<file path="src/rtl/fft_stage_sequencer.sv">
// Radix-2 DIT butterfly schedule: load, per-stage issue with drain, done pulse; done at 2+LOG2_N*(N/2+BFLY_LATENCY).
// stall holds issue only in RUN; optional macro FFT_SEQ_INVERSE_EN adds inverse/tw_conj.
module fft_stage_sequencer #(
  parameter int N_POINTS     = 64,
  parameter int LOG2_N       = 6,
  parameter int BFLY_LATENCY = 1
) (
  input  logic                        clk,
  input  logic                        rst,
  input  logic                        start,
  input  logic                        stall,
  output logic                        busy,
  output logic                        load_en,
  output logic                        issue_valid,
  output logic [LOG2_N-1:0]           idx_a,
  output logic [LOG2_N-1:0]           idx_b,
  output logic [LOG2_N-2:0]           tw_idx,
  output logic [$clog2(LOG2_N)-1:0]   stage,
  output logic                        wb_valid,
  output logic [LOG2_N-1:0]           wb_idx_a,
  output logic [LOG2_N-1:0]           wb_idx_b,
  output logic                        done
`ifdef FFT_SEQ_INVERSE_EN
  , input  logic                      inverse
  , output logic                      tw_conj
`endif
);

  localparam int SW = $clog2(LOG2_N);
  localparam logic [LOG2_N-2:0] BC_LAST    = (LOG2_N-1)'(N_POINTS/2 - 1);
  localparam logic [LOG2_N-2:0] BC_ONE     = (LOG2_N-1)'(1);
  localparam logic [SW-1:0]     STAGE_LAST = SW'(LOG2_N - 1);
  localparam logic [SW-1:0]     STAGE_ONE  = SW'(1);
  localparam logic [1:0]        DC_LAST    = 2'(BFLY_LATENCY - 1);

  typedef enum logic [2:0] {IDLE, LOAD, RUN, DRAIN, DONE} state_t;

  state_t            state;
  logic [LOG2_N-2:0] bc;
  logic [1:0]        dc;

  logic [LOG2_N-2:0] low_mask;
  logic [LOG2_N-2:0] low_b;
  logic [LOG2_N-1:0] half_w;
  logic [LOG2_N-1:0] a_w;
  logic [LOG2_N-2:0] tw_w;
  logic [SW:0]       stage_p1;
  logic [SW:0]       tw_sh;

  // Index arithmetic for the butterfly at (stage, bc); mask built by right shift so it never overflows.
  always_comb begin
    stage_p1 = {1'b0, stage} + (SW+1)'(1);
    tw_sh    = (SW+1)'(LOG2_N - 1) - {1'b0, stage};
    low_mask = {(LOG2_N-1){1'b1}} >> tw_sh;
    low_b    = bc & low_mask;
    half_w   = LOG2_N'(1) << stage;
    a_w      = (({1'b0, bc} >> stage) << stage_p1) | {1'b0, low_b};
    tw_w     = low_b << tw_sh;
  end

`ifdef FFT_SEQ_INVERSE_EN
  logic inv_r;
  assign tw_conj = busy & inv_r;
`endif

  always_ff @(posedge clk or negedge rst) begin
    if (!rst) begin
      state       <= IDLE;
      bc          <= '0;
      dc          <= '0;
      stage       <= '0;
      busy        <= 1'b0;
      load_en     <= 1'b0;
      issue_valid <= 1'b0;
      idx_a       <= '0;
      idx_b       <= '0;
      tw_idx      <= '0;
      done        <= 1'b0;
`ifdef FFT_SEQ_INVERSE_EN
      inv_r       <= 1'b0;
`endif
    end else begin
      load_en     <= 1'b0;
      issue_valid <= 1'b0;
      done        <= 1'b0;
      case (state)
        IDLE: begin
          if (start) begin
            state <= LOAD;
            busy  <= 1'b1;
`ifdef FFT_SEQ_INVERSE_EN
            inv_r <= inverse;
`endif
          end
        end
        LOAD: begin
          load_en <= 1'b1;
          stage   <= '0;
          bc      <= '0;
          state   <= RUN;
        end
        RUN: begin
          if (!stall) begin
            issue_valid <= 1'b1;
            idx_a       <= a_w;
            idx_b       <= a_w | half_w;
            tw_idx      <= tw_w;
            if (bc == BC_LAST) begin
              state <= DRAIN;
              dc    <= '0;
            end else begin
              bc <= bc + BC_ONE;
            end
          end
        end
        DRAIN: begin
          // Wait out the datapath so the next stage never reads a pending writeback.
          if (dc == DC_LAST) begin
            if (stage == STAGE_LAST) begin
              state <= DONE;
              busy  <= 1'b0;
            end else begin
              stage <= stage + STAGE_ONE;
              bc    <= '0;
              state <= RUN;
            end
          end else begin
            dc <= dc + 2'd1;
          end
        end
        DONE: begin
          done  <= 1'b1;
          state <= IDLE;
        end
        default: state <= IDLE;
      endcase
    end
  end

  logic              wb_v_p [BFLY_LATENCY];
  logic [LOG2_N-1:0] wb_a_p [BFLY_LATENCY];
  logic [LOG2_N-1:0] wb_b_p [BFLY_LATENCY];

  // Writeback delay line shifts every cycle, so stall bubbles propagate as invalid slots.
  always_ff @(posedge clk or negedge rst) begin
    if (!rst) begin
      for (int i = 0; i < BFLY_LATENCY; i++) begin
        wb_v_p[i] <= 1'b0;
        wb_a_p[i] <= '0;
        wb_b_p[i] <= '0;
      end
    end else begin
      wb_v_p[0] <= issue_valid;
      wb_a_p[0] <= idx_a;
      wb_b_p[0] <= idx_b;
      for (int i = 1; i < BFLY_LATENCY; i++) begin
        wb_v_p[i] <= wb_v_p[i-1];
        wb_a_p[i] <= wb_a_p[i-1];
        wb_b_p[i] <= wb_b_p[i-1];
      end
    end
  end

  assign wb_valid = wb_v_p[BFLY_LATENCY-1];
  assign wb_idx_a = wb_a_p[BFLY_LATENCY-1];
  assign wb_idx_b = wb_b_p[BFLY_LATENCY-1];

endmodule

</file>
<file path="config.mk">
export PLATFORM = sky130hd
export DESIGN_NAME = fft_stage_sequencer
export DESIGN_NICKNAME = d
export VERILOG_FILES = /design/src/rtl/fft_stage_sequencer.sv
export SDC_FILE = /design/constraint.sdc
export NUM_CORES = 1
export LEC_CHECK = 0
export ABC_AREA = 1
export BUFFER_PORTS_ARGS = -buffer_cell sky130_fd_sc_hd__buf_2
export CAP_MARGIN = 20
export CORE_UTILIZATION = 50
export CTS_CLUSTER_DIAMETER = 150
export DETAILED_ROUTE_END_ITERATION = 12
export PLACE_DENSITY = 0.74
export REMOVE_ABC_BUFFERS = 1
export SLEW_MARGIN = 40
export SYNTH_ARGS = -nofsm -noshare
export SYNTH_HDL_FRONTEND = slang
export SYNTH_SLANG_ARGS = --single-unit
</file>
<file path="constraint.sdc">
create_clock -name clk -period 1.9 [get_ports clk]
set_clock_uncertainty 0.1 [all_clocks]
set_input_delay 0.38 -clock clk [delete_from_list [all_inputs] [get_ports clk]]
set_output_delay 0.38 -clock clk [all_outputs]
set_load 0.03 [all_outputs]
</file>
== Word level (Yosys, flattened, before mapping) ==
Index checks and enable logic that the tools add are counted.
W data, S select, Z words.

* Word-level logic and storage cells: 80
* Register bits: 47
* Output and inout port bits: 37
* Input port bits: 4

* Equal/unequal tests: 14
* $add $sub $neg: 5
* Reduce and logical (&&, ||, !) cells: 12
* Bitwise gates (word level): 4
* Mux-type cells: 26
* Shifts and indexed selects: 5

{| class="wikitable"
|+ Operator list
! cell !! count
|-
| $mux W3 || 7
|-
| $mux W5 || 4
|-
| $ne A2 B2 Y1 const B || 8
|-
| $pmux W5 S3 || 1
|-
| $pmux W3 S4 || 1
|-
| $reduce_and A4 Y1 || 3
|-
| $mux W1 || 7
|-
| $eq A3 B2 Y1 const B || 2
|-
| $eq A3 B3 Y1 const B || 2
|-
| $mux W2 || 3
|-
| $or A6 B5 Y6 || 1
|-
| $or A6 B6 Y6 || 1
|-
| $pmux W3 S2 || 1
|-
| $reduce_bool A2 Y1 || 3
|-
| $shl A1 B3 Y6 const A || 1
|-
| $shl A6 B4 Y6 || 1
|-
| $shr A5 B3 Y6 || 1
|-
| $add A5 B1 Y5 const B || 1
|-
| $and A5 B5 Y5 || 1
|-
| $eq A5 B5 Y1 const B || 1
|-
| $reduce_and A5 Y1 || 1
|-
| $shl A5 B4 Y5 || 1
|-
| $shr A5 B4 Y5 const A || 1
|-
| $add A3 B1 Y4 const B || 1
|-
| other kinds (12) || 12
|}

== Depth between registers and ports, before layout ==
Gate-level depths: netlist (run 1).

* Word-level depth: 5
* Depth in mapped cells: 12
* Mapped depth without buffers: 11

== Worst setup path after synthesis (run 1) ==
Ideal clock, no wire load.

* Path type: reg2reg
* From: reg stage[1]
* To: reg tw_idx[4]
* Path buffers: 0
* Arrival time: 1.963 ns
* Clock period less this slack: 2.145 ns
* Required time: 1.717 ns
* Cell stages (with the launch flop): 8
* Slack: -0.245 ns
* Setup time: 0.083 ns
* Cell sequence: dfrtp_1 > inv_2 > ha_1 > a211oi_1 > nand3_1 > nand2_1 > nand3_1 > o21ai_0

* Cells in the longest elaborated chain, start to end: 4

{| class="wikitable"
|+ Ends and longest elaborated chain
! element !! line !! source
|-
| start: declaration || 18 || <nowiki>output logic [$clog2(LOG2_N)-1:0] stage,</nowiki>
|-
| start signal: assignment || 123 || <nowiki>stage <= stage + STAGE_ONE;</nowiki>
|-
| $sub A3 B3 Y4 (*) || 53 || <nowiki>tw_sh = (SW+1)'(LOG2_N - 1) - {1'b0, stage};</nowiki>
|-
| $shr A5 B4 Y5 || 54 || <nowiki>low_mask = {(LOG2_N-1){1'b1}} >> tw_sh;</nowiki>
|-
| $and A5 B5 Y5 || 55 || <nowiki>low_b = bc & low_mask;</nowiki>
|-
| $shl A5 B4 Y5 (*) || 58 || <nowiki>tw_w = low_b << tw_sh;</nowiki>
|-
| end signal: assignment || 107 || <nowiki>tw_idx <= tw_w;</nowiki>
|-
| end: declaration || 17 || <nowiki>output logic [LOG2_N-2:0] tw_idx,</nowiki>
|}

Mark *: on every way between the ends. The rest lies on a longest branch, timed or not.
A chain may end at the register's enable or synchronous reset.

== Final worst setup path (run 1) ==
* From: reg stage[1]
* To: reg idx_b[1]

* Cells in the longest elaborated chain, start to end: 5
* Elaborated cells on any way between the ends: 9
* Those cells by class: add/sub (2); shift (4); bitwise (3)

{| class="wikitable"
|+ Ends and longest elaborated chain
! element !! line !! source
|-
| $sub A3 B3 Y4 || 53 ||
|-
| $shr A5 B4 Y5 || 54 ||
|-
| $and A5 B5 Y5 || 55 ||
|-
| $or A6 B5 Y6 || 57 || <nowiki>a_w = (({1'b0, bc} >> stage) << stage_p1) | {1'b0, low_b};</nowiki>
|-
| $or A6 B6 Y6 (*) || 106 || <nowiki>idx_b <= a_w | half_w;</nowiki>
|-
| end signal: assignment || 106 ||
|-
| end: declaration || 16 || <nowiki>output logic [LOG2_N-1:0] idx_b,</nowiki>
|}

Marked as above.

==> summary.md, run 1 <==
| Metric | Value |
|---|---|
| Routed Antenna Nets | `0` |
| P_int | `2.89 mW` |
| Worst Hold Depth | `0` |
| Share of cells above drive strength 1 | `30.2%` |
| Min-delay worst type | `flop to flop` |
| CP bufs+invs | `4` |
| Final setup viols | `0` |
| IO Port Bufs | `40` |
| Net count, final | `367` |
| Clock tree buffer depth | `2` |
| Routed WL per cell | `12.9 um` |
| Worst-Margin Slew | `420 ps` |
| Worst Path Max Fanout | `5` |
| Clk_lat worst skew | `300 ps` |
| Psw | `2.75 mW` |
| Initial antenna violation count | `0` |
| Syn Area/Cell | `8.49 um2` |
| Finished Core Util | `66.7%` |
| Slowest stage cell on the critical path | `dfrtp_1` |
| Layout Cells excl Fill | `403` |
| GRT Util Overall | `21.6%` |
| Starting DRT DRC Count | `101` |
| Final min period | `1840 ps` |
| Core area | `4500 um2` |
| Hpwl dp | `3900 um` |
| CP Data Arrival Time | `1980 ps` |
| RePlAce Congestion | `0.868` |
| Worst stage delay on the critical path | `410 ps` |
| Filler cells | `384` |
| Ports | `41` |
| Clock Sinks | `47` |
| Dpl cells | `389` |
| Root buf cell | `clkbuf_8` |
| Flops & latches, synth | `47` |
| Row cnt | `24` |
| Initial Util | `53.9%` |
| Critical path cell sequence | `buf_4 > ha_1 > ha_4 > inv_2 > nor2_4 > buf_4 > nand3_1 > nand3_1 > o21ai_1 > inv_1` |
| Worst Path Required | `2040 ps` |
| Via count | `2032` |
| Final Cycle Share | `96.8%` |
| PnR worst setup slack | `61.3 ps` |
| Critical path type | `flop to flop` |
| Multi-input logic area | `1110 um2` |
| CTS tree | `built` |
| Largest net degree at the start of global routing | `32` |
| Clock slew at reported path FFs | `90 ps` |
| VDD IR max | `782 uV` |
| Distinct cell type count after synthesis | `32` |
| Num CTS Buffers | `5` |
| Die Area | `5140 um2` |
| PwrDens | `1880 nW/um2` |
| Combinational Power Share | `59.8%` |
| TritonRoute pass-1 iters | `4` |
| Clk network pwr share | `11.7%` |
| Setup crit start kind | `flop` |
| Pre-CTS setup slack | `-9.80 ps` |
| Cell Area, Placed | `2790 um2` |
| Register area share after synthesis | `48.5%` |
| Vias in the first global route | `1906` |
| Residual DRC | `0` |
| Final instance area | `3000 um2` |
| Worst reg2reg path depth | `10` |
| First-pass GRT wire length | `8600 um` |
| CTS H-tree depth | `2` |
| Vias/cell | `5.04` |
| Slew HR | `72.0%` |
| Synth Instances | `286` |
| Max-slew violation count | `0` |
| Yosys warnings | `0` |
| Crit end category | `flop` |
| Status | `complete, no violations` |
| Leak pwr | `1.59 nW` |
| Congestion Overflow GR | `0` |
| Final WL | `5190 um` |
| Critical path depth | `10` |
| PnR Total Power | `5.64 mW` |
| Fmax | `0.544 GHz` |
| Antenna Cells | `0` |
| Reg power frac | `28.5%` |
| Layout Area Growth over Synthesis | `23.7%` |
| Hold violation count in the final report | `0` |
| Die Y | `71.7 um` |
| Critical path's top delay family | `adder cells` |
| Syn Std Cell Area | `2430 um2` |
| Switching Fraction | `48.8%` |
| Die X-Extent | `71.7 um` |
| Max-cap violations | `0` |
| Register area | `1180 um2` |
| RSZ-0062 raised after global routing | `yes` |
cell type report:
class,instances,area share (%)
flip-flops and latches,47,39.2
clock inverters,1,0.250
repair buffers,62,12.7
multi-input cells,191,37.1
well taps,52,2.17
inverters,43,5.38
clock buffers,7,3.21
per-stage QoR:
stage / hold slack, ps / TNS (ps)
floorplan: -15.6 / -3750
global placement: 238 / 0
detailed placement: 241 / -9.80
CTS: 282 / 0
global route: 295 / -39.0
finish: 277 / 0
power by group through the flow:
stage,Clock (mW),Combinational (mW),Sequential (mW)
final,0.660,3.37,1.61
after global routing,0.712,3.72,1.66
after CTS,0.682,3.15,1.62
after detailed placement,0,3.13,1.63
after global placement,0,3.11,1.63
after floorplan,0,1.45,2.33
worst reg2reg max path: stages, from the launching register on:
cell and delay, ps:
dfrtp_1 410, buf_4 170, ha_1 210, ha_4 280
inv_2 50, nor2_4 110, buf_4 130, nand3_1 110
nand3_1 100, o21ai_1 60, inv_1 50
per-layer routing:
layer / GRT usage [%] / part of all wire, % / vias to the layer above
li1: - / - / 1045
met5: 0 / 0 / -
met3: 4.22 / 4.7 / 4
met2: 37.6 / 49 / 60
met1: 27.8 / 45 / 923
met4: 5.23 / 0.66 / 0
Yosys cell counts (all sizes together):
| cell type | instances | area, um2 |
|---|---|---|
| a21oi | 5 | 40.0 |
| nand4 | 5 | 31.3 |
| a2bb2oi | 5 | 43.8 |
| o22ai | 4 | 25.0 |
| inv | 43 | 161 |
| a31oi | 2 | 12.5 |
| o21ai | 22 | 114 |
| nand2 | 70 | 268 |
| ha | 13 | 163 |
| a211oi | 2 | 15.0 |
| dfrtp | 47 | 1180 |
| nor2 | 30 | 153 |
| nand3 | 24 | 125 |
| nor3b | 1 | 7.51 |
| or2 | 4 | 25.0 |
| nor3 | 2 | 15.0 |
| buf | 5 | 36.3 |
| o211ai | 1 | 7.51 |
| xor2 | 1 | 8.76 |
final timing paths:
check / start / slack (ps) / end
worst max-delay path: stage[1] / 60 / idx_b[1]
worst min-delay path: issue_valid / 280 / wb_valid
worst max register to register: stage[1] / 60 / idx_b[1]
worst min register to register: issue_valid / 280 / wb_valid
max in group asynchronous: rst / 760 / idx_b[4]
min in group asynchronous: rst / 430 / tw_idx[4]
state kept, by name, indices dropped and copies added (netlist names), 2 cells and up:
name	count
idx_a	6
idx_b	6
wb_idx_a	6
wb_idx_b	6
bc	5
tw_idx	5
stage	3
state	3
dc	2
what timing repair did:
item,4_1_cts,5_1_grt
endpoints found under the setup margin,2,20
setup buffers,0,5
pin swaps,0,4
gates resized for setup,1,15
endpoints found under the hold margin,16,0
hold buffers,1,0
layout by cell type, fill, tap and decap left out, types with 2 or more instances in the layout:
cell type and count:
a21oi_1 3, a2bb2oi_1 5, a31oi_1 2, buf_2 40, buf_4 20, clkbuf_8 7, dfrtp_1 46, ha_1 11
ha_4 2, inv_1 35, inv_2 8, nand2_1 66, nand2_2 4, nand3_1 23, nand4_1 5, nor2_1 18
nor2_2 7, nor2_4 5, o21ai_0 16, o21ai_1 5, o22ai_1 4, or2_2 3
cells by family after synthesis:
kind of cell / synth area share, %
AO/OA/AOI/OAI: 10.6
XOR/XNOR: 0.361
adder cells (fa/ha/maj): 6.70
buffers and inverters: 8.14
flip-flops: 48.5
AND/OR/NAND/NOR: 25.7
Power figures use the tool's default switching activity.
==> run 2: changes to the inputs <==
- CORE_UTILIZATION: 50 -> 55
- PLACE_DENSITY: 0.74 -> 0.77
- clock period: 1.9 -> 2.4 ns (I/O delays scaled with it)
==> summary.md, run 2 (synthesized netlist as in run 1, its figures left out) <==
| Metric | Value |
|---|---|
| Status | `complete, no violations` |
| GRT Util Overall | `24.1%` |
| Die X-Extent | `68.4 um` |
| Final Cycle Share | `91.2%` |
| Clock Sinks | `47` |
| Commonest non-fill, non-tap cell in the layout | `nand2_1` |
| Max-cap violations | `0` |
| Share of cells above drive strength 1 | `23.4%` |
| Final min period | `2190 ps` |
| Core area | `4120 um2` |
| Worst-Margin Slew | `586 ps` |
| Worst reg2reg path depth | `9` |
| Root buf cell | `clkbuf_8` |
| Register area | `1180 um2` |
| Top cell by count, worst path | `nor2_1` |
| Cts hold-fix bufs | `0` |
| PnR worst setup slack | `210 ps` |
| Net count, final | `349` |
| CTS H-tree depth | `2` |
| Row cnt | `23` |
| Routed WL per cell | `13.2 um` |
| Clock tree buffer depth | `2` |
| Num CTS Buffers | `5` |
| Setup Fix Bufs, Post-CTS | `0` |
| Fmax | `0.457 GHz` |
| Crit end category | `flop` |
| Worst stage delay on the critical path | `490 ps` |
| Leak pwr | `1.50 nW` |
| Final WL | `5070 um` |
| Hold Slack | `148 ps` |
| Critical path cell sequence | `inv_2 > ha_1 > inv_1 > nand2_1 > nor3_1 > nor2_1 > a211oi_1 > nor2_1 > o21ai_0` |
| Vias/cell | `5.30` |
| Final setup viols | `0` |
| CTS-repair resized insts | `0` |
| Critical path type | `flop to flop` |
| Routed Antenna Nets | `0` |
| Congestion Overflow GR | `0` |
| Multi-input logic area | `1060 um2` |
| Slew HR | `60.9%` |
| Commonest non-fill, non-tap cells in the layout | `nand2_1, dfrtp_1, buf_2, inv_1, nand3_1` |
| Filler cells | `355` |
| Ports | `41` |
| Worst Path Max Fanout | `12` |
| Setup crit start kind | `flop` |
| VDD IR max | `717 uV` |
| CTS tree | `built` |
| PwrDens | `1510 nW/um2` |
| Via count | `2028` |
| Total Neg Setup Slack | `0 ps` |
| Max-slew violation count | `0` |
| Initial Util | `59.0%` |
| First-pass GRT wire length | `8180 um` |
| Layout Area Growth over Synthesis | `15.5%` |
| Initial antenna violation count | `0` |
| Hold violation count in the final report | `0` |
| IO Port Bufs | `40` |
| Critical path depth | `9` |
| Largest net degree at the start of global routing | `48` |
| Antenna Cells | `0` |
| CP Data Arrival Time | `2320 ps` |
| TritonRoute pass-1 iters | `4` |
| RePlAce Congestion | `0.916` |
| Finished Core Util | `68.1%` |
| PnR Total Power | `4.23 mW` |
| CP bufs+invs | `2` |
| Slowest stage cell on the critical path | `dfrtp_2` |
| Die Y | `68.4 um` |
| RSZ-0062 raised after global routing | `no` |
| Residual DRC | `0` |
| Critical path's top delay family | `simple AND/OR/NAND/NOR gates` |
| Die Area | `4680 um2` |
| Vias in the first global route | `1829` |
| Starting DRT DRC Count | `182` |
| Worst Path Required | `2530 ps` |
| Min-delay worst type | `primary input to async pin` |
| Pre-CTS setup slack | `173 ps` |
| Clk_lat worst skew | `300 ps` |
| Clock slew at reported path FFs | `90 ps` |
| Hpwl dp | `3710 um` |
[run 2: layer usage]
| layer | wire [um] | vias to the layer above | track usage [%] | share of wire (%) |
|---|---|---|---|---|
| met5 | 0 | - | 0 | 0 |
| met4 | 122 | 0 | 10.7 | 2.4 |
| met3 | 274 | 10 | 5.00 | 5.4 |
| met2 | 2450 | 59 | 40.2 | 48 |
| met1 | 2220 | 942 | 29.9 | 44 |
| li1 | - | 1017 | - | - |
[run 2: final timing paths]
path / startpoint / end / slack, ps
worst min register to register: issue_valid / wb_valid / 270
max in group asynchronous: rst / stage[1] / 1620
min in group clk: issue_valid / wb_valid / 270
worst min-delay path: rst / tw_idx[0] / 150
worst max-delay path: stage[1] / tw_idx[4] / 210
worst max register to register: stage[1] / tw_idx[4] / 210
[run 2: metrics by stage]
step	std cells	cell area, um2
floorplan	281	2390
global placement	375	2680
detailed placement	375	2680
CTS	383	2800
global route	383	2800
finish	383	2800
[run 2: area by class of cell]
| class | instances | share of cell area, % |
|---|---|---|
| multi-input combinational | 191 | 37.8 |
| timing repair buffer | 44 | 8.21 |
| clock buffer | 5 | 2.46 |
| inverter | 43 | 5.76 |
| clock inverter | 3 | 1.56 |
| tap | 50 | 2.23 |
| sequential | 47 | 42.0 |
[run 2: power by group]
group	switching [mW]	total (mW)	internal [mW]
Combinational	1.60	2.32	0.716
Clock	0.275	0.586	0.310
Sequential	0.222	1.32	1.10
Total	2.10	4.23	2.13
==> run 3: changes to the inputs <==
- clock period: 2.4 -> 2.52 ns (I/O delays scaled with it)
==> summary.md, run 3 (synthesized netlist as in run 1, its figures left out) <==
| Metric | Value |
|---|---|
| Hpwl dp | `3660 um` |
| Starting DRT DRC Count | `133` |
| Top cell by count, worst path | `nand3_1` |
| Net count, final | `350` |
| Commonest non-fill, non-tap cell in the layout | `nand2_1` |
| Critical path's top delay family | `compound AO/OA/AOI/OAI gates` |
| CTS tree | `built` |
| Slew HR | `64.3%` |
| Max-slew violation count | `0` |
| Critical path depth | `7` |
| Worst Path Required | `2650 ps` |
| Core area | `4120 um2` |
| Num CTS Buffers | `5` |
| Fmax | `0.424 GHz` |
| Final min period | `2360 ps` |
| Share of cells above drive strength 1 | `23.1%` |
| Clock slew at reported path FFs | `90 ps` |
| Antenna Cells | `0` |
| CTS H-tree depth | `2` |
| Reg2reg end | `tw_idx[4]` |
| Register-to-Register Setup Slack | `160 ps` |
| Root buf cell | `clkbuf_8` |
| Residual DRC | `0` |
| Filler cells | `356` |
| Initial antenna violation count | `0` |
| Worst r2r src | `stage[1]` |
| TritonRoute pass-1 iters | `4` |
| Crit path from | `stage[1]` |
| RePlAce Congestion | `0.896` |
| Row cnt | `23` |
| Worst stage delay on the critical path | `580 ps` |
| VDD IR max | `639 uV` |
| Critical path type | `flop to flop` |
| Setup crit start kind | `flop` |
| Via count | `2037` |
| Max-cap violations | `0` |
| Die Area | `4680 um2` |
| CTS-repair resized insts | `0` |
| Crit end category | `flop` |
| Clk_lat worst skew | `310 ps` |
| Die Y | `68.4 um` |
| Clock Sinks | `47` |
| Finished Core Util | `68.3%` |
| RSZ-0062 raised after global routing | `no` |
| Routed WL per cell | `12.9 um` |
| PwrDens | `1430 nW/um2` |
| IO Port Bufs | `40` |
| Layout Area Growth over Synthesis | `15.8%` |
| Worst setup path endpoint | `tw_idx[4]` |
| Clock tree buffer depth | `2` |
| Leak pwr | `1.51 nW` |
| Setup Fix Bufs, Post-CTS | `0` |
| Worst Path Max Fanout | `12` |
| Cts hold-fix bufs | `0` |
| Final setup viols | `0` |
| Slowest stage cell on the critical path | `dfrtp_1` |
| Ports | `41` |
| First-pass GRT wire length | `8150 um` |
| Hold violation count in the final report | `0` |
| Congestion Overflow GR | `0` |
| Total Neg Setup Slack | `0 ps` |
| Final WL | `4970 um` |
| Worst-Margin Slew | `533 ps` |
| Routed Antenna Nets | `0` |
| Final Cycle Share | `93.7%` |
| Min-delay worst type | `primary input to async pin` |
| Hold Slack | `27.7 ps` |
| Worst reg2reg path depth | `7` |
| Critical path cell sequence | `inv_2 > ha_1 > a211oi_1 > nand3_1 > nand2_1 > nand3_1 > o21ai_0` |
| Die X-Extent | `68.4 um` |
| CP Data Arrival Time | `2490 ps` |
| GRT Util Overall | `24.0%` |
| Vias in the first global route | `1794` |
| Vias/cell | `5.30` |
| Status | `complete, no violations` |
| Commonest non-fill, non-tap cells in the layout | `nand2_1, dfrtp_1, buf_2, inv_1, nand3_1` |
| CP bufs+invs | `1` |
| Largest net degree at the start of global routing | `37` |
| Initial Util | `59.0%` |
[run 3: report_power, final]
part / internal [mW] / switching (mW)
Sequential: 1.05 / 0.220
Clock: 0.301 / 0.271
Combinational: 0.677 / 1.51
[run 3: cell type report]
| type | count | area [um2] | share of cell area [%] |
|---|---|---|---|
| Clock buffer | 5 | 68.8 | 2.45 |
| Sequential cell | 47 | 1180 | 41.9 |
| Tap cell | 50 | 62.6 | 2.23 |
| Clock inverter | 3 | 47.5 | 1.69 |
| Inverter | 43 | 161 | 5.74 |
| Timing Repair Buffer | 45 | 240 | 8.55 |
| Multi-Input combinational cell | 191 | 1050 | 37.5 |
[run 3: layer usage]
metal  routed length, um  vias up  global-route usage, %  part of all wire (%)
met2                2400       76                   39.6                    48
met4                  73        0                   8.85                   1.5
met3                 276        6                   5.33                   5.6
met1                2220      942                   30.6                    45
met5                   0        -                      0                     0
li1                    -     1013                      -                     -
[run 3: stage by stage]
step / setup slack, ps / std cells / power (mW) / area [um2]
5_1_grt: 25.1 / 384 / 4.35 / 2810
2_1_floorplan: 318 / 281 / 2.85 / 2390
3_5_place_dp: 212 / 376 / 3.45 / 2690
3_3_place_gp: 326 / 376 / 3.39 / 2690
6_report: 160 / 384 / 4.03 / 2810
4_1_cts: 207 / 384 / 4.03 / 2810
[run 3: how the worst min path moves through the flow]
stage | to | slack (ps) | depth (start not counted)
finish | wb_idx_b[2] | 30 | 1
global route | idx_a[0] | 60 | 1
CTS | tw_idx[2] | 190 | 1
detailed placement | wb_valid | 260 | 0
global placement | wb_valid | 260 | 0
floorplan | bc[0] | 110 | 0
